<file path="src/rtl/audio_pkg.sv">
// rtl/audio_pkg.sv - shared audio types: sample width, stereo frame, capture FSM states
package audio_pkg;

  localparam int SAMPLE_W = 16;

  localparam logic CH_L = 1'b0;
  localparam logic CH_R = 1'b1;

  typedef struct packed {
    logic [SAMPLE_W-1:0] left;
    logic [SAMPLE_W-1:0] right;
  } stereo_sample_t;

  typedef enum logic [1:0] {
    IDLE  = 2'd0,
    SHIFT = 2'd1,
    WAIT  = 2'd2
  } rx_state_e;

endpackage

</file>
<file path="src/rtl/i2s_adc_rx_if.sv">
// rtl/i2s_adc_rx_if.sv - streaming source handshake (data/valid/ready) for captured frames
interface i2s_adc_rx_if #(
  parameter int W = 32
);
  logic [W-1:0] source_data;
  logic         source_valid;
  logic         source_ready;

  modport master (output source_data, output source_valid, input source_ready);
  modport slave  (input source_data, input source_valid, output source_ready);
endinterface

</file>
<file path="src/rtl/sample_fifo.sv">
// rtl/sample_fifo.sv - small synchronous frame FIFO; a push into a full FIFO is
// accepted when a pop happens in the same cycle, otherwise it is reported as dropped
module sample_fifo
  import audio_pkg::*;
#(
  parameter type DATA_T = stereo_sample_t,
  parameter int  DEPTH  = 4
) (
  input  logic  clk,
  input  logic  rst_n,
  input  logic  push_i,
  input  DATA_T push_data_i,
  input  logic  ready_i,
  output DATA_T head_o,
  output logic  valid_o,
  output logic  drop_o
);

  localparam int AW = $clog2(DEPTH);

  DATA_T            mem_q [DEPTH];
  logic [AW-1:0]    wr_q;
  logic [AW-1:0]    rd_q;
  logic [AW:0]      cnt_q;
  logic             empty;
  logic             full;
  logic             do_pop;
  logic             do_push;

  assign empty   = (cnt_q == '0);
  assign full    = (cnt_q == (AW+1)'(DEPTH));
  assign do_pop  = !empty && ready_i;
  assign do_push = push_i && (!full || do_pop);
  assign drop_o  = push_i && !do_push;
  assign valid_o = !empty;
  assign head_o  = mem_q[rd_q];

  // DEPTH is a power of two, so the pointers wrap naturally
  always_ff @(posedge clk or negedge rst_n) begin
    if (!rst_n) begin
      for (int i = 0; i < DEPTH; i++) begin
        mem_q[i] <= '0;
      end
      wr_q  <= '0;
      rd_q  <= '0;
      cnt_q <= '0;
    end else begin
      if (do_push) begin
        mem_q[wr_q] <= push_data_i;
        wr_q        <= wr_q + AW'(1);
      end
      if (do_pop) begin
        rd_q <= rd_q + AW'(1);
      end
      case ({do_push, do_pop})
        2'b10:   cnt_q <= cnt_q + (AW+1)'(1);
        2'b01:   cnt_q <= cnt_q - (AW+1)'(1);
        default: cnt_q <= cnt_q;
      endcase
    end
  end

endmodule

</file>
<file path="src/rtl/i2s_adc_rx.sv">
// rtl/i2s_adc_rx.sv - I2S capture from the codec ADC (codec is bit/word clock master),
// assembles left/right words into stereo frames and queues them for the stream source
module i2s_adc_rx
  import audio_pkg::*;
#(
  parameter int SAMPLE_W   = audio_pkg::SAMPLE_W,
  parameter int FIFO_DEPTH = 4
) (
  input  logic           clk,
  input  logic           reset_n,
  input  logic           enable,
  input  logic           aud_bclk,
  input  logic           aud_adclrck,
  input  logic           aud_adcdat,
  i2s_adc_rx_if.master   src,
  output logic           overflow,
  input  logic           clr_ovf
);

  localparam int CW = $clog2(SAMPLE_W + 1);

  typedef struct packed {
    logic [SAMPLE_W-1:0] left;
    logic [SAMPLE_W-1:0] right;
  } frame_t;

  // identical two-flop paths keep bclk, lrck and data mutually aligned
  logic [1:0]          bclk_sync_q;
  logic [1:0]          lrck_sync_q;
  logic [1:0]          dat_sync_q;
  logic                bclk_d_q;
  logic                lrck_prev_q;

  rx_state_e           state_q, state_d;
  logic                chan_q, chan_d;
  logic [CW-1:0]       cnt_q, cnt_d;
  logic [SAMPLE_W-1:0] shreg_q, shreg_d;
  logic [SAMPLE_W-1:0] left_hold_q, left_hold_d;
  logic                left_ok_q, left_ok_d;
  logic                ovf_q;

  logic                sync_bclk;
  logic                sync_lrck;
  logic                sync_dat;
  logic                bclk_rise;
  logic                lrck_chg;
  logic [SAMPLE_W-1:0] shifted;
  logic                push;
  frame_t              push_data;
  frame_t              head;
  logic                drop;

  assign sync_bclk = bclk_sync_q[1];
  assign sync_lrck = lrck_sync_q[1];
  assign sync_dat  = dat_sync_q[1];
  assign bclk_rise = sync_bclk && !bclk_d_q;
  assign lrck_chg  = (sync_lrck != lrck_prev_q);
  assign shifted   = {shreg_q[SAMPLE_W-2:0], sync_dat};

  always_ff @(posedge clk or negedge reset_n) begin
    if (!reset_n) begin
      bclk_sync_q <= '0;
      lrck_sync_q <= '0;
      dat_sync_q  <= '0;
      bclk_d_q    <= 1'b0;
      lrck_prev_q <= 1'b0;
    end else begin
      bclk_sync_q <= {bclk_sync_q[0], aud_bclk};
      lrck_sync_q <= {lrck_sync_q[0], aud_adclrck};
      dat_sync_q  <= {dat_sync_q[0], aud_adcdat};
      bclk_d_q    <= sync_bclk;
      if (bclk_rise) begin
        lrck_prev_q <= sync_lrck;
      end
    end
  end

  always_ff @(posedge clk or negedge reset_n) begin
    if (!reset_n) begin
      state_q     <= IDLE;
      chan_q      <= CH_L;
      cnt_q       <= '0;
      shreg_q     <= '0;
      left_hold_q <= '0;
      left_ok_q   <= 1'b0;
    end else begin
      state_q     <= state_d;
      chan_q      <= chan_d;
      cnt_q       <= cnt_d;
      shreg_q     <= shreg_d;
      left_hold_q <= left_hold_d;
      left_ok_q   <= left_ok_d;
    end
  end

  always_comb begin
    state_d         = state_q;
    chan_d          = chan_q;
    cnt_d           = cnt_q;
    shreg_d         = shreg_q;
    left_hold_d     = left_hold_q;
    left_ok_d       = left_ok_q;
    push            = 1'b0;
    push_data.left  = left_hold_q;
    push_data.right = shifted;

    if (!enable) begin
      state_d   = IDLE;
      left_ok_d = 1'b0;
    end else if (bclk_rise) begin
      if (lrck_chg) begin
        // the bit under a word-clock change is the I2S delay slot and is dropped
        cnt_d = '0;
        case (state_q)
          IDLE: begin
            if (sync_lrck == CH_L) begin
              state_d = SHIFT;
              chan_d  = CH_L;
            end
          end
          SHIFT: begin
            chan_d    = sync_lrck;
            left_ok_d = 1'b0;
          end
          default: begin
            state_d = SHIFT;
            chan_d  = sync_lrck;
            if (sync_lrck == CH_L) begin
              left_ok_d = 1'b0;
            end
          end
        endcase
      end else if (state_q == SHIFT) begin
        shreg_d = shifted;
        cnt_d   = cnt_q + CW'(1);
        if (cnt_q == CW'(SAMPLE_W - 1)) begin
          state_d = WAIT;
          if (chan_q == CH_L) begin
            left_hold_d = shifted;
            left_ok_d   = 1'b1;
          end else begin
            push      = left_ok_q;
            left_ok_d = 1'b0;
          end
        end
      end
    end
  end

  sample_fifo #(
    .DATA_T (frame_t),
    .DEPTH  (FIFO_DEPTH)
  ) u_fifo (
    .clk         (clk),
    .rst_n       (reset_n),
    .push_i      (push),
    .push_data_i (push_data),
    .ready_i     (src.source_ready),
    .head_o      (head),
    .valid_o     (src.source_valid),
    .drop_o      (drop)
  );

  assign src.source_data = head;

  // a drop in the same cycle as a clear wins, so no overflow event is lost
  always_ff @(posedge clk or negedge reset_n) begin
    if (!reset_n) begin
      ovf_q <= 1'b0;
    end else if (drop) begin
      ovf_q <= 1'b1;
    end else if (clr_ovf) begin
      ovf_q <= 1'b0;
    end
  end

  assign overflow = ovf_q;

endmodule

</file>
<file path="src/flat_wrapper.sv">
// flat-port wrapper written by rule: the top's interface ports become plain ports
module i2s_adc_rx_flat import audio_pkg::*;
#(
  parameter int SAMPLE_W   = audio_pkg::SAMPLE_W,
  parameter int FIFO_DEPTH = 4
)
  (clk, reset_n, enable, aud_bclk, aud_adclrck, aud_adcdat, overflow, clr_ovf, src_source_data, src_source_valid, src_source_ready);
  i2s_adc_rx_if #(.W(32)) src_i ();
  input  logic clk;
  input  logic reset_n;
  input  logic enable;
  input  logic aud_bclk;
  input  logic aud_adclrck;
  input  logic aud_adcdat;
  output logic overflow;
  input  logic clr_ovf;
  output wire logic [$bits(src_i.source_data)-1:0] src_source_data;
  output wire logic [$bits(src_i.source_valid)-1:0] src_source_valid;
  input wire logic [$bits(src_i.source_ready)-1:0] src_source_ready;
  assign src_source_data = src_i.source_data;
  assign src_source_valid = src_i.source_valid;
  assign src_i.source_ready = src_source_ready;
  i2s_adc_rx #(.SAMPLE_W(SAMPLE_W), .FIFO_DEPTH(FIFO_DEPTH)) u_core (.clk(clk), .reset_n(reset_n), .enable(enable), .aud_bclk(aud_bclk), .aud_adclrck(aud_adclrck), .aud_adcdat(aud_adcdat), .src(src_i), .overflow(overflow), .clr_ovf(clr_ovf));
endmodule
</file>
<file path="config.mk">
export PLATFORM = sky130hd
export DESIGN_NAME = i2s_adc_rx_flat
export DESIGN_NICKNAME = d
export VERILOG_FILES = /design/src/rtl/audio_pkg.sv /design/src/rtl/i2s_adc_rx_if.sv /design/src/rtl/sample_fifo.sv /design/src/rtl/i2s_adc_rx.sv /design/src/flat_wrapper.sv
export SDC_FILE = /design/constraint.sdc
export NUM_CORES = 1
export LEC_CHECK = 0
export BUFFER_PORTS_ARGS = -buffer_cell sky130_fd_sc_hd__buf_2
export CAP_MARGIN = 20
export CORE_ASPECT_RATIO = 0.6
export CORE_UTILIZATION = 44
export DETAILED_ROUTE_END_ITERATION = 7
export HOLD_SLACK_MARGIN = 0.1
export SLEW_MARGIN = 20
export SYNTH_ARGS = -nofsm -noshare
export SYNTH_HDL_FRONTEND = slang
export SYNTH_SLANG_ARGS = --single-unit
</file>
<file path="constraint.sdc">
create_clock -name clk -period 6.6 [get_ports clk]
set_clock_uncertainty 0.1 [all_clocks]
set_input_delay 0.33 -clock clk [delete_from_list [all_inputs] [get_ports clk]]
set_output_delay 0.33 -clock clk [all_outputs]
set_load 0.05 [all_outputs]
</file>
==> results of run 1 <==
-- Yosys cell counts (2+ instances only) --
library cell	number
buf_2	3
clkbuf_1	7
nor2_1	4
nand2b_1	2
nor2b_1	2
xor2_1	3
buf_1	2
a22o_1	3
xnor2_1	3
inv_1	10
nand2_1	13
o22ai_1	2
mux2_2	159
mux4_2	32
nand3_1	2
nand4b_1	2
a21boi_0	2
or4b_2	2
dfrtp_1	184
o21ai_0	7
ha_1	8
nand4_1	2
buf_6	12
-- how the worst min path moves through the flow --
| stage | endpoint | slack, ps | depth (start not counted) |
|---|---|---|---|
| after CTS | u_core.state_q[0] | 100 | 2 |
| after detailed placement | u_core.bclk_sync_q[1] | 230 | 0 |
| final | u_core.state_q[0] | 120 | 2 |
| after global placement | u_core.bclk_sync_q[1] | 230 | 0 |
| after global routing | u_core.state_q[0] | 110 | 2 |
| after floorplan | u_core.bclk_d_q | -70 | 0 |
-- per-stage QoR --
step                setup WS, ps  instances  area, µm²  hold slack (ps)  utilization, %
floorplan                   3909        485       7901           -65.59               -
global placement            3595        745       8290            233.3           47.75
detailed placement          3516        745       8290            234.7           47.75
CTS                         3492        781       8901            104.6           51.27
global route                3308        781       8905            111.1           51.29
finish                      3481        781       8905            123.3           51.29
-- logic make-up after synthesis --
| family | after synthesis |
|---|---|
| simple gates | 38 |
| fa+ha+maj | 9 |
| compound gates | 23 |
| mux | 191 |
| buf+inv | 34 |
| xor+xnor | 6 |
| flops | 184 |
-- layout make-up --
type | instances | area, µm² | share of cell area (%)
inverters | 10 | 37.54 | 0.4215
well taps | 234 | 292.8 | 3.288
flip-flops and latches | 184 | 4606 | 51.72
repair buffers | 55 | 332.8 | 3.738
multi-input cells | 267 | 3075 | 34.54
clock buffers | 19 | 442.9 | 4.974
clock inverters | 12 | 117.6 | 1.321
-- flip-flops by register name, summed over array words and instances (netlist names), 2 cells and up --
register	flops
u_core.u_fifo.mem_q	128
u_core.left_hold_q	16
u_core.shreg_q	15
u_core.cnt_q	5
u_core.u_fifo.cnt_q	3
u_core.bclk_sync_q	2
u_core.dat_sync_q	2
u_core.lrck_sync_q	2
u_core.state_q	2
u_core.u_fifo.rd_q	2
u_core.u_fifo.wr_q	2
-- routing by layer --
layer / track usage, % / wire length [µm]
met3: 3.752 / 442
met5: 0 / 0
met1: 27.40 / 7743
met4: 4.286 / 93
met2: 26.76 / 6890
-- power groups by stage --
stage,Clock [W],Sequential [W],Combinational (W)
finish,0.000965,0.00115,0.0000563
global route,0.00104,0.00115,0.0000655
CTS,0.000991,0.00115,0.0000581
detailed placement,0,0.00117,0.0000556
global placement,0,0.00117,0.0000528
floorplan,0,0.00116,0.0000236
==> results.sh, run 1 <==
export IMPL_crit_required_ps=6830
export IMPL_report_final_slew_viol_count=0
export IMPL_synth_seq_cells=184
export IMPL_port_buffers=41
export IMPL_min_from="enable"
export IMPL_dieArea_um2=18520
export IMPL_arrival_ps=3350
export IMPL_pin_count=42
export IMPL_crit_slowest_cell="or4b_2"
export IMPL_core_rowCount=37
export IMPL_drtIter0Drc=265
export IMPL_outcome="finished clean"
export IMPL_critPathCapture="u_core.u_fifo.cnt_q[1]"
export IMPL_grt_overflow_total=0
export IMPL_synth_edff_count=0
export IMPL_hold_class="input pin to flop"
export IMPL_synthXorXnorAreaFrac_pct=0.6651
export IMPL_sw_frac_of_total_pct=22.21
export IMPL_crit_top_cell="ha_1"
export IMPL_grt_pass1_vias=4497
export IMPL_dr_pass1_iters=4
export IMPL_hold_viol_final=0
export IMPL_synth_compound_area_share_pct=2.074
export IMPL_p_clk_share_pct=44.5
export IMPL_layout_drive_gt1_share_pct=50.64
export IMPL_gp_congestion=0.8235
export IMPL_totalWireLength_mm=15.17
export IMPL_grt_pass1_wl_mm=25.39
export IMPL_ff2ff_setup_slack_ps=3480
export IMPL_worst_pin_slew_ps=934.9
export IMPL_tns_ps=0
export IMPL_yosys_area_top_type="dfrtp_1"
export IMPL_cts_root_buf="clkbuf_16"
export IMPL_p_int_w=0.001687
export IMPL_fin_crit_sh_pct=47.25
export IMPL_ir_drop_mv=0.1549
export IMPL_synth_ff_type="dfrtp_1"
export IMPL_synth_nets=502
export IMPL_htree_levels=4
export IMPL_holdBufCountCts=5
export IMPL_clk_path_buf_depth=2
export IMPL_synthArstFlopShare_pct=100.0
export IMPL_worstSetupStartpointType="flop"
export IMPL_seqPwrFrac_pct=52.9
export IMPL_max_cap_violations=0
export IMPL_post_cts_setup_buffer_count=0
export IMPL_slew_headroom_pct=37.67
export IMPL_netlist_area_um2=7901
export IMPL_combPwrFrac_pct=2.6
export IMPL_vias=4241
export IMPL_num_fill_cells=1463
export IMPL_worst_setup_path_type="flop to flop"
export IMPL_area_growth_synth_to_final_pct=12.70
export IMPL_die_y_um=105.8
export IMPL_tritoncts="yes"
export IMPL_synth_distinct_cells=42
export IMPL_die_w_um=175
export IMPL_wl_per_cell_um=19.42
export IMPL_cp_max_fo=14
export IMPL_fmax_mhz=320.7
export IMPL_dp_hpwl_mm=9.309
export IMPL_r2r_end="u_core.u_fifo.cnt_q[1]"
export IMPL_core_um2=17360
export IMPL_r2r_cells=7
export IMPL_yosys_top_cells_area="dfrtp_1 58%, mux2_2 23%, mux4_2 9.1%, buf_6 1.7%, ha_1 1.3%"
export IMPL_synth_mux_area_share_pct=31.78
export IMPL_grt_use_total_pct=18.13
export IMPL_antenna_left=0
export IMPL_synth_seq_area_share_pct=58.27
export IMPL_layout_cells_most_common_list="183 x dfrtp_1, 159 x mux2_2, 40 x buf_2, 32 x mux4_2, 17 x clkbuf_16"
export IMPL_power_total_w=0.002169
export IMPL_numCtsBuffers=17
export IMPL_diodes=0
export IMPL_p_sw_w=0.0004817
export IMPL_syn_inst=485
export IMPL_vias_per_cell=5.430
export IMPL_final_common_cell="dfrtp_1"
export IMPL_synthAdderAreaFrac_pct=1.520
export IMPL_syn_avg_cell_area_um2=16.29
export IMPL_clk_latency_ps=420
export IMPL_timing_rr_start="u_core.lrck_sync_q[1]"
export IMPL_crit_cells=7
export IMPL_worstPathCellList="ha_1 -> nand4b_1 -> or4b_2 -> ha_1 -> inv_1 -> fa_1 -> o21ai_0"
export IMPL_clock_sinks=184
export IMPL_ys_warn_count=0
export IMPL_post_cts_resized=0
export IMPL_cp_startpoint="u_core.lrck_sync_q[1]"
export IMPL_cp_top_family="adder cells"
export IMPL_p_leak_nw=4.413
export IMPL_critPathMaxStageDelay_ps=740
export IMPL_critPathCaptureType="flop"
export IMPL_critical_path_buf_inv_count=1
export IMPL_synth_top_cell_area_share_pct=58.27
export IMPL_setup_viol=0
export IMPL_path_clk_slew_ps=70
export IMPL_synth_simple_gate_area_share_pct=2.882
export IMPL_antenna_found_initial=0
export IMPL_synth_top_family_by_area="multiplexers"
export IMPL_initial_core_util_pct=45.51
export IMPL_rsz0062_at_grt="no"
export IMPL_grt_max_degree=103
export IMPL_period_minus_slack_ps=3119
export IMPL_power_density_nw_per_um2=243.5
export IMPL_fin_nets=552
export IMPL_route_detailed_drc=0
Power figures use the tool's default switching activity.
==> run 2: changes to the inputs <==
--- a/config.mk
+++ b/config.mk
@@ -5,6 +5,7 @@
 export SDC_FILE = /design/constraint.sdc
 export NUM_CORES = 1
 export LEC_CHECK = 0
+export ABC_AREA = 1
 export BUFFER_PORTS_ARGS = -buffer_cell sky130_fd_sc_hd__buf_2
 export CAP_MARGIN = 20
 export CORE_ASPECT_RATIO = 0.6
==> constraint.sdc (replaced) <==
create_clock -name clk -period 2.8 [get_ports clk]
set_clock_uncertainty 0.1 [all_clocks]
set_input_delay 0.14 -clock clk [delete_from_list [all_inputs] [get_ports clk]]
set_output_delay 0.14 -clock clk [all_outputs]
set_load 0.05 [all_outputs]
==> run 2 against run 1 <==
  * Setup slack got worse by 3200 ps
  * Routed wire length is 56% higher
  * Sequential power grew 150%
  * Sequential share of layout area fell by 3.3 points
  * Utilization is 0.16 points higher
  * Non-clock buffer count increased by 17
  * Via count increased by 69%
  * Largest cell class unchanged
  * Highest routed layer unchanged
==> results.sh, run 2 <==
export IMPL_outcome="finished clean"
export IMPL_report_final_slew_viol_count=0
export IMPL_whs_ps=199.3
export IMPL_hold_class="input pin to asynchronous set/reset pin"
export IMPL_combPwrFrac_pct=37.4
export IMPL_antenna_found_initial=0
export IMPL_core_rowCount=38
export IMPL_synth_nets=1027
export IMPL_ir_drop_mv=0.5756
export IMPL_area_growth_synth_to_final_pct=12.02
export IMPL_max_cap_violations=0
export IMPL_placed_cells=1233
export IMPL_layout_cells_most_common_list="321 x nand2_1, 183 x dfrtp_1, 133 x nand4_1, 98 x o21ai_0, 81 x nor2_1"
export IMPL_sw_frac_of_total_pct=42.50
export IMPL_p_int_w=0.004931
export IMPL_fmax_mhz=391.7
export IMPL_holdBufCountCts=7
export IMPL_largest_register_ffs=128
export IMPL_post_synth_top_count_cell="nand2_1"
export IMPL_fin_cells=1272
export IMPL_tritoncts="yes"
export IMPL_p_clk_share_pct=29.4
export IMPL_die_w_um=181.4
export IMPL_worst_setup_path_type="flop to flop"
export IMPL_crit_top_cell="ha_1"
export IMPL_critPathMaxStageDelay_ps=410
export IMPL_crit_required_ps=3020
export IMPL_setup_viol=0
export IMPL_htree_levels=4
export IMPL_post_cts_resized=0
export IMPL_netlist_area_um2=8496
export IMPL_crit_slowest_cell="dfrtp_1"
export IMPL_rsz0062_at_grt="no"
export IMPL_totalWireLength_mm=23.73
export IMPL_clk_latency_ps=440
export IMPL_largestRegisters="u_core.u_fifo.mem_q: 128 flops, u_core.left_hold_q: 16 flops, u_core.shreg_q: 15 flops"
export IMPL_final_common_cell="nand2_1"
export IMPL_seqPwrFrac_pct=33.2
export IMPL_die_y_um=109.6
export IMPL_path_clk_slew_ps=70
export IMPL_power_density_nw_per_um2=901.1
export IMPL_yosys_area_top_type="dfrtp_1"
export IMPL_p_sw_w=0.003644
export IMPL_pin_count=42
export IMPL_worst_pin_slew_ps=1073
export IMPL_period_minus_slack_ps=2553
export IMPL_worstPathCellList="ha_1 -> nand2_1 -> nor2_1 -> ha_1 -> nand3_1 -> nor2_4 -> nand2_1 -> ha_1 -> inv_1 -> fa_1 -> a21oi_1 -> o21ai_0 -> xor2_1"
export IMPL_dp_hpwl_mm=13.31
export IMPL_yosys_top_cells_area="dfrtp_1 54%, nand2_1 14%, nand4_1 9.8%, o21ai_0 5.8%, nor2_1 3.6%"
export IMPL_synth_top_cell_area_share_pct=54.20
export IMPL_grt_use_total_pct=25.89
export IMPL_final_seq_area_um2=4606
export IMPL_wl_per_cell_um=18.66
export IMPL_diodes=0
export IMPL_vias_per_cell=5.624
export IMPL_slew_headroom_pct=28.44
export IMPL_worstSetupStartpointType="flop"
export IMPL_synth_seq_cells=184
export IMPL_clock_sinks=184
export IMPL_cp_max_fo=4
export IMPL_grt_overflow_total=0
export IMPL_hold_viol_final=0
export IMPL_gp_congestion=0.7833
export IMPL_fin_nets=1036
export IMPL_dpl_cell_area_um2=8837
export IMPL_tns_ps=0
export IMPL_clk_path_buf_depth=2
export IMPL_dr_pass1_iters=5
export IMPL_synth_common_cells="322 x nand2_1, 184 x dfrtp_1, 133 x nand4_1, 98 x o21ai_0, 81 x nor2_1"
export IMPL_vias=7154
export IMPL_p_leak_nw=4.866
export IMPL_grt_pass1_vias=6673
export IMPL_synth_edff_count=0
export IMPL_drtIter0Drc=756
export IMPL_post_cts_setup_buffer_count=0
export IMPL_cts_root_buf="clkbuf_16"
export IMPL_syn_inst=1010
export IMPL_numCtsBuffers=17
export IMPL_final_cell_area_um2=9517
export IMPL_antenna_left=0
export IMPL_synth_seq_area_share_pct=54.20
export IMPL_synthArstFlopShare_pct=100.0
export IMPL_initial_core_util_pct=45.93
export IMPL_syn_avg_cell_area_um2=8.412
export IMPL_fin_ws_ps=246.7
export IMPL_route_detailed_drc=0
export IMPL_fin_crit_sh_pct=91.19
export IMPL_core_um2=18500
export IMPL_synth_distinct_cells=26
export IMPL_num_fill_cells=1748
export IMPL_arrival_ps=2780
export IMPL_synth_ff_type="dfrtp_1"
export IMPL_grt_max_degree=132
export IMPL_dp_slack_ps=261.9
export IMPL_regMostFlops="u_core.u_fifo.mem_q"
export IMPL_grt_pass1_wl_mm=39.02
export IMPL_dieArea_um2=19890
export IMPL_port_buffers=41
export IMPL_critPathCaptureType="flop"
export IMPL_layout_drive_gt1_share_pct=9.981
export IMPL_multiInputGateArea_um2=3346
export IMPL_ys_warn_count=0
[run 2: changes by cell type in the layout (fill, tap and decap cells not counted), moves of 7 or more]
cell	before	now
nand4_1	2	133
o21ai_0	7	98
inv_1	10	39
mux4_2	32	0
mux2_2	159	0
o22ai_1	2	33
nor2_1	4	81
buf_4	8	21
o21ai_1	0	7
nand2_1	13	321
nand3_1	2	9
[run 2: final cells by class]
| class | instances | share of cell area [%] |
|---|---|---|
| multi-input cells | 703 | 35.16 |
| inverters | 41 | 1.617 |
| clock inverters | 11 | 1.565 |
| repair buffers | 72 | 5.272 |
| well taps | 240 | 3.155 |
| clock buffers | 21 | 4.838 |
| flip-flops and latches | 184 | 48.40 |
[run 2: per-layer routing]
layer,global-route usage (%),share of wire [%],vias to the layer above
met5,0,0,-
li1,-,-,3425
met1,39.51,51,3495
met2,36.54,41,218
met4,7.082,0.87,0
met3,5.929,6.4,16
[run 2: metrics by stage]
step	util (%)	power, W
2_1_floorplan	-	0.005210
3_3_place_gp	47.78	0.006106
3_5_place_dp	47.78	0.006095
4_1_cts	51.45	0.008617
5_1_grt	51.45	0.008974
6_report	51.45	0.008575
[run 2: worst paths after layout]
| kind | cells after the start | to | slack (ps) | from |
|---|---|---|---|---|
| worst max-delay path | 13 | u_core.u_fifo.cnt_q[2] | 250 | u_core.cnt_q[0] |
| worst min register to register | 0 | u_core.bclk_sync_q[1] | 250 | u_core.bclk_sync_q[0] |
| worst max register to register | 13 | u_core.u_fifo.cnt_q[2] | 250 | u_core.cnt_q[0] |
| max in group asynchronous | 3 | u_core.u_fifo.mem_q[20] | 1630 | reset_n |
| worst min-delay path | 2 | u_core.overflow | 200 | reset_n |
| min in group clk | 2 | u_core.lrck_sync_q[0] | 240 | aud_adclrck |
[run 2: logic make-up after synthesis]
family          Yosys count  share of synthesized area (%)
xor+xnor                  3                         0.3093
simple gates            550                          28.73
buf+inv                 123                          6.509
fa+ha+maj                 9                          1.414
compound gates          141                          8.837
flops                   184                          54.20
[run 2: critical path, delay by kind of cell (launching register included)]
| family | cells | cell delay (ps) |
|---|---|---|
| XOR/XNOR | 1 | 150 |
| AND/OR/NAND/NOR | 5 | 480 |
| buffers and inverters | 1 | 60 |
| AO/OA/AOI/OAI | 2 | 260 |
| flip-flops | 1 | 410 |
| adder cells (fa/ha/maj) | 4 | 990 |
[run 2: power by group through the flow]
stage,sequential (W),clock [W],combinational (W)
floorplan,0.00287,0,0.00234
global placement,0.00289,0,0.00322
detailed placement,0.00289,0,0.00320
CTS,0.00284,0.00257,0.00321
global route,0.00286,0.00267,0.00345
finish,0.00284,0.00252,0.00321
